===== src/rtl/reorder_buffer_pkg.sv =====
// Shared definitions for the reorder buffer: tag, index, data and register types plus constants.
// Tag value 0 (ZERO_ROB) means "no producer"; a real tag is the entry index + 1.
package reorder_buffer_pkg;

    localparam int ROB_SIZE  = 16;
    localparam int ROB_ID_W  = 5;
    localparam int ROB_IDX_W = $clog2(ROB_SIZE);

    typedef logic [ROB_ID_W-1:0]  ROB_ID_TYPE;
    typedef logic [ROB_IDX_W-1:0] ROB_IDX_TYPE;
    typedef logic [ROB_IDX_W:0]   ROB_CNT_TYPE;
    typedef logic [31:0]          DATA_TYPE;
    typedef logic [31:0]          ADDR_TYPE;
    typedef logic [4:0]           REG_POS_TYPE;

    localparam ROB_ID_TYPE  ZERO_ROB  = '0;
    localparam REG_POS_TYPE ZERO_REG  = '0;
    localparam DATA_TYPE    ZERO_WORD = '0;
    localparam logic        TRUE      = 1'b1;
    localparam logic        FALSE     = 1'b0;

endpackage


===== src/rtl/reorder_buffer_if.sv =====
// Bundle of dispatcher, CDB and register-file signals around the reorder buffer.
// Handshake: alloc_en_from_dsp is the valid, !full_to_dsp is the ready; an entry is taken on an edge where both hold and no rollback pulse is active. cdb_en and the commit/rollback flags are single-cycle strobes without backpressure.
interface reorder_buffer_if;
    import reorder_buffer_pkg::*;

    logic        alloc_en_from_dsp;
    REG_POS_TYPE rd_from_dsp;
    logic        is_br_from_dsp;
    logic        pred_jump_from_dsp;
    ROB_ID_TYPE  rob_id_to_dsp;
    logic        full_to_dsp;
    ROB_ID_TYPE  q1_from_dsp;
    ROB_ID_TYPE  q2_from_dsp;
    logic        rdy1_to_dsp;
    logic        rdy2_to_dsp;
    DATA_TYPE    v1_to_dsp;
    DATA_TYPE    v2_to_dsp;
    logic        cdb_en;
    ROB_ID_TYPE  cdb_rob_id;
    DATA_TYPE    cdb_value;
    logic        cdb_jump;
    ADDR_TYPE    cdb_target_pc;
    logic        commit_flag_to_rf;
    logic        rollback_flag_to_rf;
    REG_POS_TYPE rd_to_rf;
    ROB_ID_TYPE  Q_to_rf;
    DATA_TYPE    V_to_rf;
    ADDR_TYPE    rollback_pc_to_if;

    modport master (
        output alloc_en_from_dsp, rd_from_dsp, is_br_from_dsp, pred_jump_from_dsp,
        output q1_from_dsp, q2_from_dsp,
        output cdb_en, cdb_rob_id, cdb_value, cdb_jump, cdb_target_pc,
        input  rob_id_to_dsp, full_to_dsp, rdy1_to_dsp, rdy2_to_dsp, v1_to_dsp, v2_to_dsp,
        input  commit_flag_to_rf, rollback_flag_to_rf, rd_to_rf, Q_to_rf, V_to_rf,
        input  rollback_pc_to_if
    );

    modport slave (
        input  alloc_en_from_dsp, rd_from_dsp, is_br_from_dsp, pred_jump_from_dsp,
        input  q1_from_dsp, q2_from_dsp,
        input  cdb_en, cdb_rob_id, cdb_value, cdb_jump, cdb_target_pc,
        output rob_id_to_dsp, full_to_dsp, rdy1_to_dsp, rdy2_to_dsp, v1_to_dsp, v2_to_dsp,
        output commit_flag_to_rf, rollback_flag_to_rf, rd_to_rf, Q_to_rf, V_to_rf,
        output rollback_pc_to_if
    );

endinterface


===== src/rtl/reorder_buffer.sv =====
// Circular reorder buffer: tag allocation, CDB writeback, in-order commit and mispredict flush.
// Optional ROB_COMMIT_TRACE_EN adds a 64-bit commit counter and commit/rollback trace prints.
module reorder_buffer
    import reorder_buffer_pkg::*;
(
    input logic             clk,
    input logic             rst,
    reorder_buffer_if.slave rob
);

    logic [ROB_SIZE-1:0] busy;
    logic [ROB_SIZE-1:0] ready;
    logic [ROB_SIZE-1:0] is_br;
    logic [ROB_SIZE-1:0] pred_jump;
    logic [ROB_SIZE-1:0] real_jump;
    REG_POS_TYPE         rd_q     [ROB_SIZE];
    DATA_TYPE            value_q  [ROB_SIZE];
    ADDR_TYPE            target_q [ROB_SIZE];

    ROB_IDX_TYPE head;
    ROB_IDX_TYPE tail;
    ROB_CNT_TYPE count;

    logic        full;
    logic        alloc_fire;
    logic        wb_fire;
    logic        commit_fire;
    logic        mispredict;
    ROB_IDX_TYPE cdb_idx;

    function automatic ROB_IDX_TYPE wrap_inc(input ROB_IDX_TYPE p);
        return p + ROB_IDX_TYPE'(1);
    endfunction

    // Query result {rdy, value}; a same-cycle CDB write to the tag takes priority over storage.
    function automatic logic [32:0] query(input ROB_ID_TYPE q);
        ROB_IDX_TYPE i;
        i = ROB_IDX_TYPE'(q - ROB_ID_TYPE'(1));
        if (q == ZERO_ROB)
            return {FALSE, ZERO_WORD};
        if (rob.cdb_en && (rob.cdb_rob_id == q))
            return {TRUE, rob.cdb_value};
        return {ready[i], value_q[i]};
    endfunction

    always_comb begin
        full        = (count == ROB_CNT_TYPE'(ROB_SIZE));
        cdb_idx     = ROB_IDX_TYPE'(rob.cdb_rob_id - ROB_ID_TYPE'(1));
        alloc_fire  = rob.alloc_en_from_dsp && !full && !rob.rollback_flag_to_rf;
        wb_fire     = rob.cdb_en && (rob.cdb_rob_id != ZERO_ROB) && busy[cdb_idx]
                      && !rob.rollback_flag_to_rf;
        commit_fire = busy[head] && ready[head] && !rob.rollback_flag_to_rf;
        mispredict  = is_br[head] && (real_jump[head] != pred_jump[head]);
    end

    assign rob.full_to_dsp   = full;
    assign rob.rob_id_to_dsp = ROB_ID_TYPE'(tail) + ROB_ID_TYPE'(1);
    assign {rob.rdy1_to_dsp, rob.v1_to_dsp} = query(rob.q1_from_dsp);
    assign {rob.rdy2_to_dsp, rob.v2_to_dsp} = query(rob.q2_from_dsp);

    // Control state and registered outputs; a rollback pulse flushes the whole buffer at the next edge.
    always_ff @(posedge clk) begin
        if (rst) begin
            head                    <= '0;
            tail                    <= '0;
            count                   <= '0;
            busy                    <= '0;
            ready                   <= '0;
            rob.commit_flag_to_rf   <= FALSE;
            rob.rollback_flag_to_rf <= FALSE;
            rob.rd_to_rf            <= ZERO_REG;
            rob.Q_to_rf             <= ZERO_ROB;
            rob.V_to_rf             <= ZERO_WORD;
            rob.rollback_pc_to_if   <= ZERO_WORD;
        end else if (rob.rollback_flag_to_rf) begin
            head                    <= '0;
            tail                    <= '0;
            count                   <= '0;
            busy                    <= '0;
            ready                   <= '0;
            rob.commit_flag_to_rf   <= FALSE;
            rob.rollback_flag_to_rf <= FALSE;
        end else begin
            rob.commit_flag_to_rf   <= commit_fire;
            rob.rollback_flag_to_rf <= commit_fire && mispredict;
            if (commit_fire) begin
                rob.rd_to_rf <= rd_q[head];
                rob.Q_to_rf  <= ROB_ID_TYPE'(head) + ROB_ID_TYPE'(1);
                rob.V_to_rf  <= value_q[head];
                if (mispredict)
                    rob.rollback_pc_to_if <= target_q[head];
                busy[head] <= FALSE;
                head       <= wrap_inc(head);
            end
            if (alloc_fire) begin
                busy[tail]  <= TRUE;
                ready[tail] <= FALSE;
                tail        <= wrap_inc(tail);
            end
            if (wb_fire)
                ready[cdb_idx] <= TRUE;
            if (alloc_fire && !commit_fire)
                count <= count + ROB_CNT_TYPE'(1);
            else if (commit_fire && !alloc_fire)
                count <= count - ROB_CNT_TYPE'(1);
        end
    end

    // Entry payload needs no reset: it is only observed through busy/ready.
    always_ff @(posedge clk) begin
        if (alloc_fire) begin
            rd_q[tail]      <= rob.rd_from_dsp;
            is_br[tail]     <= rob.is_br_from_dsp;
            pred_jump[tail] <= rob.pred_jump_from_dsp;
        end
        if (wb_fire) begin
            value_q[cdb_idx]   <= rob.cdb_value;
            real_jump[cdb_idx] <= rob.cdb_jump;
            target_q[cdb_idx]  <= rob.cdb_target_pc;
        end
    end

    always_ff @(posedge clk) begin
        if (!rst && rob.alloc_en_from_dsp)
            assert (!full) else $error("reorder_buffer: allocation requested while full");
    end

`ifdef ROB_COMMIT_TRACE_EN
    logic [63:0] commit_cnt;

    always_ff @(posedge clk) begin
        if (rst) begin
            commit_cnt <= '0;
        end else begin
            if (rob.commit_flag_to_rf) begin
                commit_cnt <= commit_cnt + 64'd1;
                $display("rob commit #%0d tag=%0d rd=%0d value=%08h",
                         commit_cnt, rob.Q_to_rf, rob.rd_to_rf, rob.V_to_rf);
            end
            if (rob.rollback_flag_to_rf)
                $display("rob rollback pc=%08h", rob.rollback_pc_to_if);
        end
    end
`endif

endmodule


===== src/flat_wrapper.sv =====
// flat-port wrapper written by rule: the top's interface ports become plain ports
module reorder_buffer_flat import reorder_buffer_pkg::*;
  (clk, rst, rob_alloc_en_from_dsp, rob_rd_from_dsp, rob_is_br_from_dsp, rob_pred_jump_from_dsp, rob_q1_from_dsp, rob_q2_from_dsp, rob_cdb_en, rob_cdb_rob_id, rob_cdb_value, rob_cdb_jump, rob_cdb_target_pc, rob_rob_id_to_dsp, rob_full_to_dsp, rob_rdy1_to_dsp, rob_rdy2_to_dsp, rob_v1_to_dsp, rob_v2_to_dsp, rob_commit_flag_to_rf, rob_rollback_flag_to_rf, rob_rd_to_rf, rob_Q_to_rf, rob_V_to_rf, rob_rollback_pc_to_if);
  reorder_buffer_if rob_i ();
  input logic clk;
  input logic rst;
  input wire logic [$bits(rob_i.alloc_en_from_dsp)-1:0] rob_alloc_en_from_dsp;
  input wire logic [$bits(rob_i.rd_from_dsp)-1:0] rob_rd_from_dsp;
  input wire logic [$bits(rob_i.is_br_from_dsp)-1:0] rob_is_br_from_dsp;
  input wire logic [$bits(rob_i.pred_jump_from_dsp)-1:0] rob_pred_jump_from_dsp;
  input wire logic [$bits(rob_i.q1_from_dsp)-1:0] rob_q1_from_dsp;
  input wire logic [$bits(rob_i.q2_from_dsp)-1:0] rob_q2_from_dsp;
  input wire logic [$bits(rob_i.cdb_en)-1:0] rob_cdb_en;
  input wire logic [$bits(rob_i.cdb_rob_id)-1:0] rob_cdb_rob_id;
  input wire logic [$bits(rob_i.cdb_value)-1:0] rob_cdb_value;
  input wire logic [$bits(rob_i.cdb_jump)-1:0] rob_cdb_jump;
  input wire logic [$bits(rob_i.cdb_target_pc)-1:0] rob_cdb_target_pc;
  output wire logic [$bits(rob_i.rob_id_to_dsp)-1:0] rob_rob_id_to_dsp;
  output wire logic [$bits(rob_i.full_to_dsp)-1:0] rob_full_to_dsp;
  output wire logic [$bits(rob_i.rdy1_to_dsp)-1:0] rob_rdy1_to_dsp;
  output wire logic [$bits(rob_i.rdy2_to_dsp)-1:0] rob_rdy2_to_dsp;
  output wire logic [$bits(rob_i.v1_to_dsp)-1:0] rob_v1_to_dsp;
  output wire logic [$bits(rob_i.v2_to_dsp)-1:0] rob_v2_to_dsp;
  output wire logic [$bits(rob_i.commit_flag_to_rf)-1:0] rob_commit_flag_to_rf;
  output wire logic [$bits(rob_i.rollback_flag_to_rf)-1:0] rob_rollback_flag_to_rf;
  output wire logic [$bits(rob_i.rd_to_rf)-1:0] rob_rd_to_rf;
  output wire logic [$bits(rob_i.Q_to_rf)-1:0] rob_Q_to_rf;
  output wire logic [$bits(rob_i.V_to_rf)-1:0] rob_V_to_rf;
  output wire logic [$bits(rob_i.rollback_pc_to_if)-1:0] rob_rollback_pc_to_if;
  assign rob_i.alloc_en_from_dsp = rob_alloc_en_from_dsp;
  assign rob_i.rd_from_dsp = rob_rd_from_dsp;
  assign rob_i.is_br_from_dsp = rob_is_br_from_dsp;
  assign rob_i.pred_jump_from_dsp = rob_pred_jump_from_dsp;
  assign rob_i.q1_from_dsp = rob_q1_from_dsp;
  assign rob_i.q2_from_dsp = rob_q2_from_dsp;
  assign rob_i.cdb_en = rob_cdb_en;
  assign rob_i.cdb_rob_id = rob_cdb_rob_id;
  assign rob_i.cdb_value = rob_cdb_value;
  assign rob_i.cdb_jump = rob_cdb_jump;
  assign rob_i.cdb_target_pc = rob_cdb_target_pc;
  assign rob_rob_id_to_dsp = rob_i.rob_id_to_dsp;
  assign rob_full_to_dsp = rob_i.full_to_dsp;
  assign rob_rdy1_to_dsp = rob_i.rdy1_to_dsp;
  assign rob_rdy2_to_dsp = rob_i.rdy2_to_dsp;
  assign rob_v1_to_dsp = rob_i.v1_to_dsp;
  assign rob_v2_to_dsp = rob_i.v2_to_dsp;
  assign rob_commit_flag_to_rf = rob_i.commit_flag_to_rf;
  assign rob_rollback_flag_to_rf = rob_i.rollback_flag_to_rf;
  assign rob_rd_to_rf = rob_i.rd_to_rf;
  assign rob_Q_to_rf = rob_i.Q_to_rf;
  assign rob_V_to_rf = rob_i.V_to_rf;
  assign rob_rollback_pc_to_if = rob_i.rollback_pc_to_if;
  reorder_buffer u_core (.clk(clk), .rst(rst), .rob(rob_i));
endmodule

===== config.mk =====
export PLATFORM = sky130hd
export DESIGN_NAME = reorder_buffer_flat
export DESIGN_NICKNAME = d
export VERILOG_FILES = /design/src/rtl/reorder_buffer_pkg.sv /design/src/rtl/reorder_buffer_if.sv /design/src/rtl/reorder_buffer.sv /design/src/flat_wrapper.sv
export SDC_FILE = /design/constraint.sdc
export NUM_CORES = 2
export LEC_CHECK = 0
export CORE_ASPECT_RATIO = 0.7
export CORE_UTILIZATION = 40
export DETAILED_ROUTE_END_ITERATION = 16
export PLACE_DENSITY = 0.6
export SLEW_MARGIN = 20
export SYNTH_ARGS = -nofsm -noshare
export SYNTH_HDL_FRONTEND = slang
export SYNTH_SLANG_ARGS = --single-unit

===== constraint.sdc =====
create_clock -name clk -period 7.59 [get_ports clk]
set_input_delay 1.8975 -clock clk [delete_from_list [all_inputs] [get_ports clk]]
set_output_delay 1.8975 -clock clk [all_outputs]
set_load 0.05 [all_outputs]

; ---- Word level (Yosys, flattened, before mapping)
; Memory sizes are Yosys's and may differ from the RTL's. A register that Yosys moved wholly into a read port is not among the register bits.
; Cells that the tools add are included.
[classes]
n_reduce_logical = 27
n_eq_ne = 4
n_addsub = 9
muxes = 53
n_lt_le_gt_ge = 8
n_bitwise = 7
[op_table]
columns = cell, count
row1 = $mux 33, 8
row2 = $mux 16, 8
row3 = $bwmux 16, 3
row4 = $and 16x16->16, 2
row5 = $bmux 1 s4, 8
row6 = $not 16->16, 2
row7 = $or 16x16->16, 2
row8 = $lt 4x5->1 const B, 5
row9 = $mux 1, 21
row10 = $logic_and 1x1->1, 16
row11 = $demux 1 s4, 3
row12 = $ge 4x1->1 const B, 3
row13 = $sub 4x1->4 const B, 3
row14 = $add 4x1->5 const B, 2
row15 = $eq 5x5->1, 2
row16 = $logic_not 5->1, 2
row17 = $mux 5, 2
row18 = $add 4x1->4 const B, 2
row19 = $add 5x1->5 const B, 1
row20 = $eq 5x5->1 const B, 1
row21 = $reduce_bool 5->1, 1
row22 = $sub 5x1->5 const B, 1
row23 = $logic_not 1->1, 4
row24 = $reduce_and 3->1, 1
row25 = 5 further kinds, 5
[totals]
regBits = 100
in_bits = 91
mem_count = 3
out_inout_bits = 148
wordCells = 122
mem_bits_rw = 1104
[mem_list]
columns = name, depth, word_bits, read_ports, rd_clocked_by_memory_dff, wr, line_no
row1 = u_core.target_q, 16, 32, 1, 1, 1, reorder_buffer.sv:18  ; ADDR_TYPE target_q [ROB_SIZE];
row2 = u_core.value_q, 16, 32, 3, 1, 1, reorder_buffer.sv:17  ; DATA_TYPE value_q [ROB_SIZE];
row3 = u_core.rd_q, 16, 5, 1, 1, 1, reorder_buffer.sv:16  ; REG_POS_TYPE rd_q [ROB_SIZE];

; ---- Depth between registers and ports, before layout
[logic_depth]
word_depth = 11
ltp_mapped = 19
ltp_nobuf = 14

; ---- Worst setup path after synthesis
; No wires, ideal clock.
[synth_timing]
path_kind = input -> register
startpoint = input rob_cdb_rob_id[1]
endpoint = register u_core.real_jump[12] (enable)
path_slack_ps = 519
arrival_time_ps = 6575
stages = 11
n_path_buf = 3
setup_time_ps = 496
required_ps = 7094
path_cell_list = clkbuf_1 -> inv_1 -> ha_1 -> clkbuf_1 -> or2_2 -> o21ai_0 -> a22oi_1 -> nor2_1 -> and3b_1 -> clkbuf_1 -> nor2b_1
[synth_between]
elab_chain_cells = 5
elab_cells_between_ends = 7
cone_classes = add/sub: 1 / mux: 2 / reduce/logical: 4
[synth_rtl]
columns = item, line_no
row1 = "start, declared", flat_wrapper.sv:14  ; input wire logic [$bits(rob_i.cdb_rob_id)-1:0] rob_cdb_rob_id;
row2 = $sub 4x1->4, reorder_buffer.sv:48  ; cdb_idx = ROB_IDX_TYPE'(rob.cdb_rob_id - ROB_ID_TYPE'(1));
row3 = $bmux 1 s4, reorder_buffer.sv:50  ; wb_fire = rob.cdb_en && (rob.cdb_rob_id != ZERO_ROB) && busy[cdb_idx]
row4 = $mux 1 (implied by the code), reorder_buffer.sv:50
row5 = $logic_and 1x1->1 (*), reorder_buffer.sv:50
row6 = $logic_and 1x1->1 (*), reorder_buffer.sv:51  ; && !rob.rollback_flag_to_rf;
row7 = "end signal, assigned by index", reorder_buffer.sv:118  ; real_jump[cdb_idx] <= rob.cdb_jump;
row8 = "end, declared", reorder_buffer.sv:15  ; logic [ROB_SIZE-1:0] real_jump;
; Mark *: on every way between the ends. The rest lies on a longest branch, timed or not. The select of a mux whose other input is x is not followed.
; A chain may end at the register's enable or synchronous reset.

; ---- Worst setup path after layout
[layout_timing]
startpoint = input rob_q2_from_dsp[1]
endpoint = output rob_v2_to_dsp[9]
[layout_between]
elab_chain_cells = 6
elab_cells_between_ends = 11
cone_classes = add/sub: 1 / eq/ne: 1 / mux: 6 / reduce/logical: 2 / memory: 1
[layout_rtl]
columns = item, line_no
row1 = "start, declared", flat_wrapper.sv:12  ; input wire logic [$bits(rob_i.q2_from_dsp)-1:0] rob_q2_from_dsp;
row2 = branches (longest 5 deep; another with $mem_v2 16x32), n/a
row3 = $mux 33 (*), reorder_buffer.sv:41  ; if (rob.cdb_en && (rob.cdb_rob_id == q))
row4 = "end, declared", flat_wrapper.sv:23  ; output wire logic [$bits(rob_i.v2_to_dsp)-1:0] rob_v2_to_dsp;
; Mark *: on every way between the ends. The select of a mux whose other input is x is not followed.

==> flow_metrics.tcl <==
set metrics [dict create \
    status "complete, no violations" \
    period_share_pct 89.3 \
    antenna_found_initial 17 \
    io_buffers 238 \
    h-tree-depth 4 \
    top_level_ports 239 \
    async_flop_share_pct 0 \
    core-area_um2 144000 \
    grt_pass1_vias 33300 \
    rsz0062_at_grt "false" \
    netlist_area_um2 58200 \
    cts_made_buffers 133 \
    post-cts-setup-buffers 0 \
    cts_max_path_buffers 3 \
    fin_nets 3397 \
    drtIter0Drc 4089 \
    grt_pass1_wl_um 243000 \
    p_per_area_nw_per_um2 238 \
    holdBufCountCts 0 \
    drtPass1Iterations 6 \
    end_kind "primary output" \
    fp.dieW_um 458 \
    clkSinkCount 1273 \
    hold_violations 0 \
    peakVddDrop_uv 248 \
    cpMostUsedCell "a211oi_1" \
    min_period_ns 6.78 \
    worst_pin_slew_ns 1.16 \
    dp_hpwl_um 95400 \
    synth_cells 3069 \
    routabilityCongestion 0.807 \
    max_clock_freq_mhz 148 \
    syn_nets 3181 \
    grt_usage_pct 23.0 \
    synth_seq_cells 1273 \
    remaining_drc_errors 0 \
    ant_nets 0 \
    overflow 0 \
    hold_path.class "reg -> reg" \
    cp_slowest_cell "xor2_4" \
    leakagePower_nw 20.9 \
    vias 33300 \
    clk_pin_slew_ns 0.06 \
    total_power_mw 16.2 \
    avgViaCountPerCell 6.29 \
    synth_edf_count 1152 \
    syn_area_per_cell_um2 19.0 \
    cap_violations 0 \
    final_util_pct 47.6 \
    die_area_um2 147000 \
    cts-resized-gates 0 \
    yosysSeqAreaShare_pct 63.6 \
    worstPathMaxFanout 14 \
    layout-drive-gt1-share_pct 30.4 \
    routedWlPerCell_um 31.9 \
    ys_dominant_reg_cell "edfxtp_1" \
    critPathMaxStageDelay_ns 0.66 \
    row_count 116 \
    final_cell_mix "edfxtp_1, mux4_2, clkdlybuf4s50_1" \
    crit_family "buffers and inverters" \
    layout_commonest_cell "edfxtp_1" \
    ys_warn_count 0 \
    cts-root-buf "clkbuf_16" \
    slew-limit-headroom_pct 22.8 \
    die_h_um 321 \
    crit_buf_inv 4 \
    layout_setup_ws_ns 0.813 \
    clock_latency_ns 0.79 \
    skew_ns 0.0387 \
    start_util_pct 40.5 \
    finalSetupTns_ns 0 \
    finalMaxSlewViolations 0 \
    place_ws_ns 0.783 \
    required_ns 5.69 \
    drt_wl_total_um 169000 \
    critPathArrivalTime_ns 4.88 \
    yosysUniqueCellTypes 47 \
    critPathKind "in -> out" \
    syn_to_final_growth_pct 17.4 \
    crit_path_start_kind "input port" \
    cts_tree "yes" \
    grt_max_degree 91 \
    setup_viol 0 \
    cp_cell_sequence "clkdlybuf4s50_1 -> inv_1 -> ha_4 -> xor2_4 -> buf_4 -> nor2b_1 -> a211oi_1 -> a211oi_1 -> a21oi_1 -> nor2_1 -> buf_12" \
]
-- power by group --
part	total [mW]	internal [mW]	switching, mW
Clock	6.74	3.95	2.79
Combinational	1.75	0.713	1.04
Sequential	7.74	7.71	0.0342
Total	16.2	12.4	3.87
-- synth_stat cells (4+ instances only) --
cell type	instances	area (um^2)
buf_6	8	90.1
a211oi_1	131	983
edfxtp_1	1152	34600
buf_1	9	33.8
buf_12	4	80.1
inv_1	34	128
clkbuf_1	122	458
nor3_1	7	35.0
a32o_1	16	160
and3b_1	4	35.0
o31ai_1	32	240
nor2b_1	87	544
or3_1	5	31.3
a21oi_1	156	781
xnor2_1	16	140
nor2_1	102	383
nand2_1	95	357
nand4_1	38	238
buf_2	111	556
mux4_2	625	14100
dfxtp_1	121	2420
xor2_1	10	87.6
o21ai_0	21	105
mux2i_1	70	701
mux4_1	8	210
nand3_1	19	95.1
ha_1	20	250
a22oi_1	9	67.6
o21a_1	5	37.5
a31oi_1	5	31.3
-- per-layer routing --
metal	vias to the layer above	part of all wire [%]	GRT usage [%]	wire [um]
li1	13400	-	-	-
met2	1542	47	35.6	78800
met4	10	2.2	6.11	3700
met1	18000	43	33.0	71600
met5	-	0.039	0	66
met3	247	8.5	5.16	14300
-- worst reg2reg max path, stage by stage, from the launching register on --
cell and delay [ns]:
dfxtp_4 0.95, buf_4 0.62, nor2b_1 0.30, a22oi_1 0.29
nand2_1 0.12, o21a_4 0.35, inv_4 0.54, ha_1 0.33
inv_1 0.12, ha_1 0.29, nor2b_1 0.14, o21a_1 0.17
or3_1 0.30, a21oi_1 0.18, xnor2_1 0.13, nor2_1 0.05
-- worst paths after layout --
path,cells past startpoint,slack (ns),start,to
hold / removal,2,0.45,u_core.rob.rd_to_rf[2],u_core.rob.rd_to_rf[2]
hold reg to reg,2,0.45,u_core.rob.rd_to_rf[2],u_core.rob.rd_to_rf[2]
setup / recovery,11,0.81,rob_q2_from_dsp[1],rob_v2_to_dsp[9]
setup reg to reg,15,2.55,u_core.head[3],u_core.count[4]
-- cells by family after synthesis --
logic type,after synthesis,synth area share (%)
compound gates,382,4.24
xor+xnor,28,0.466
fa+ha+maj,21,0.464
buf+inv,292,2.36
flops,1273,63.6
mux,706,25.8
simple gates,367,3.07
-- state kept, by name, summed over array words and instances (netlist names), 4 cells and up --
register                      count
u_core.target_q                 512
u_core.value_q                  512
u_core.rd_q                      80
u_core.rob.V_to_rf               32
u_core.rob.rollback_pc_to_if     32
u_core.busy                      16
u_core.is_br                     16
u_core.pred_jump                 16
u_core.ready                     16
u_core.real_jump                 16
u_core.count                      5
u_core.rob.Q_to_rf                5
u_core.rob.rd_to_rf               5
u_core.head                       4
u_core.tail                       4
-- final cells by class --
cell class / instances / area, um^2
repair buffers: 338 / 4240
fillers: 11900 / 75300
clock buffers: 169 / 3630
clock inverters: 72 / 841
flip-flops and latches: 1273 / 37000
multi-input cells: 1504 / 20100
well taps: 1888 / 2360
inverters: 35 / 134
diodes: 7 / 17.5
-- per-stage QoR --
| stage | hold slack, ns | instance area [um^2] | cells |
|---|---|---|---|
| detailed placement | 0.450 | 63800 | 5038 |
| global placement | 0.449 | 63800 | 5037 |
| CTS | 0.458 | 68300 | 5279 |
| floorplan | 0.461 | 58200 | 3069 |
| finish | 0.453 | 68300 | 5286 |
| global route | 0.473 | 68300 | 5283 |
Power figures use the tool's default switching activity.
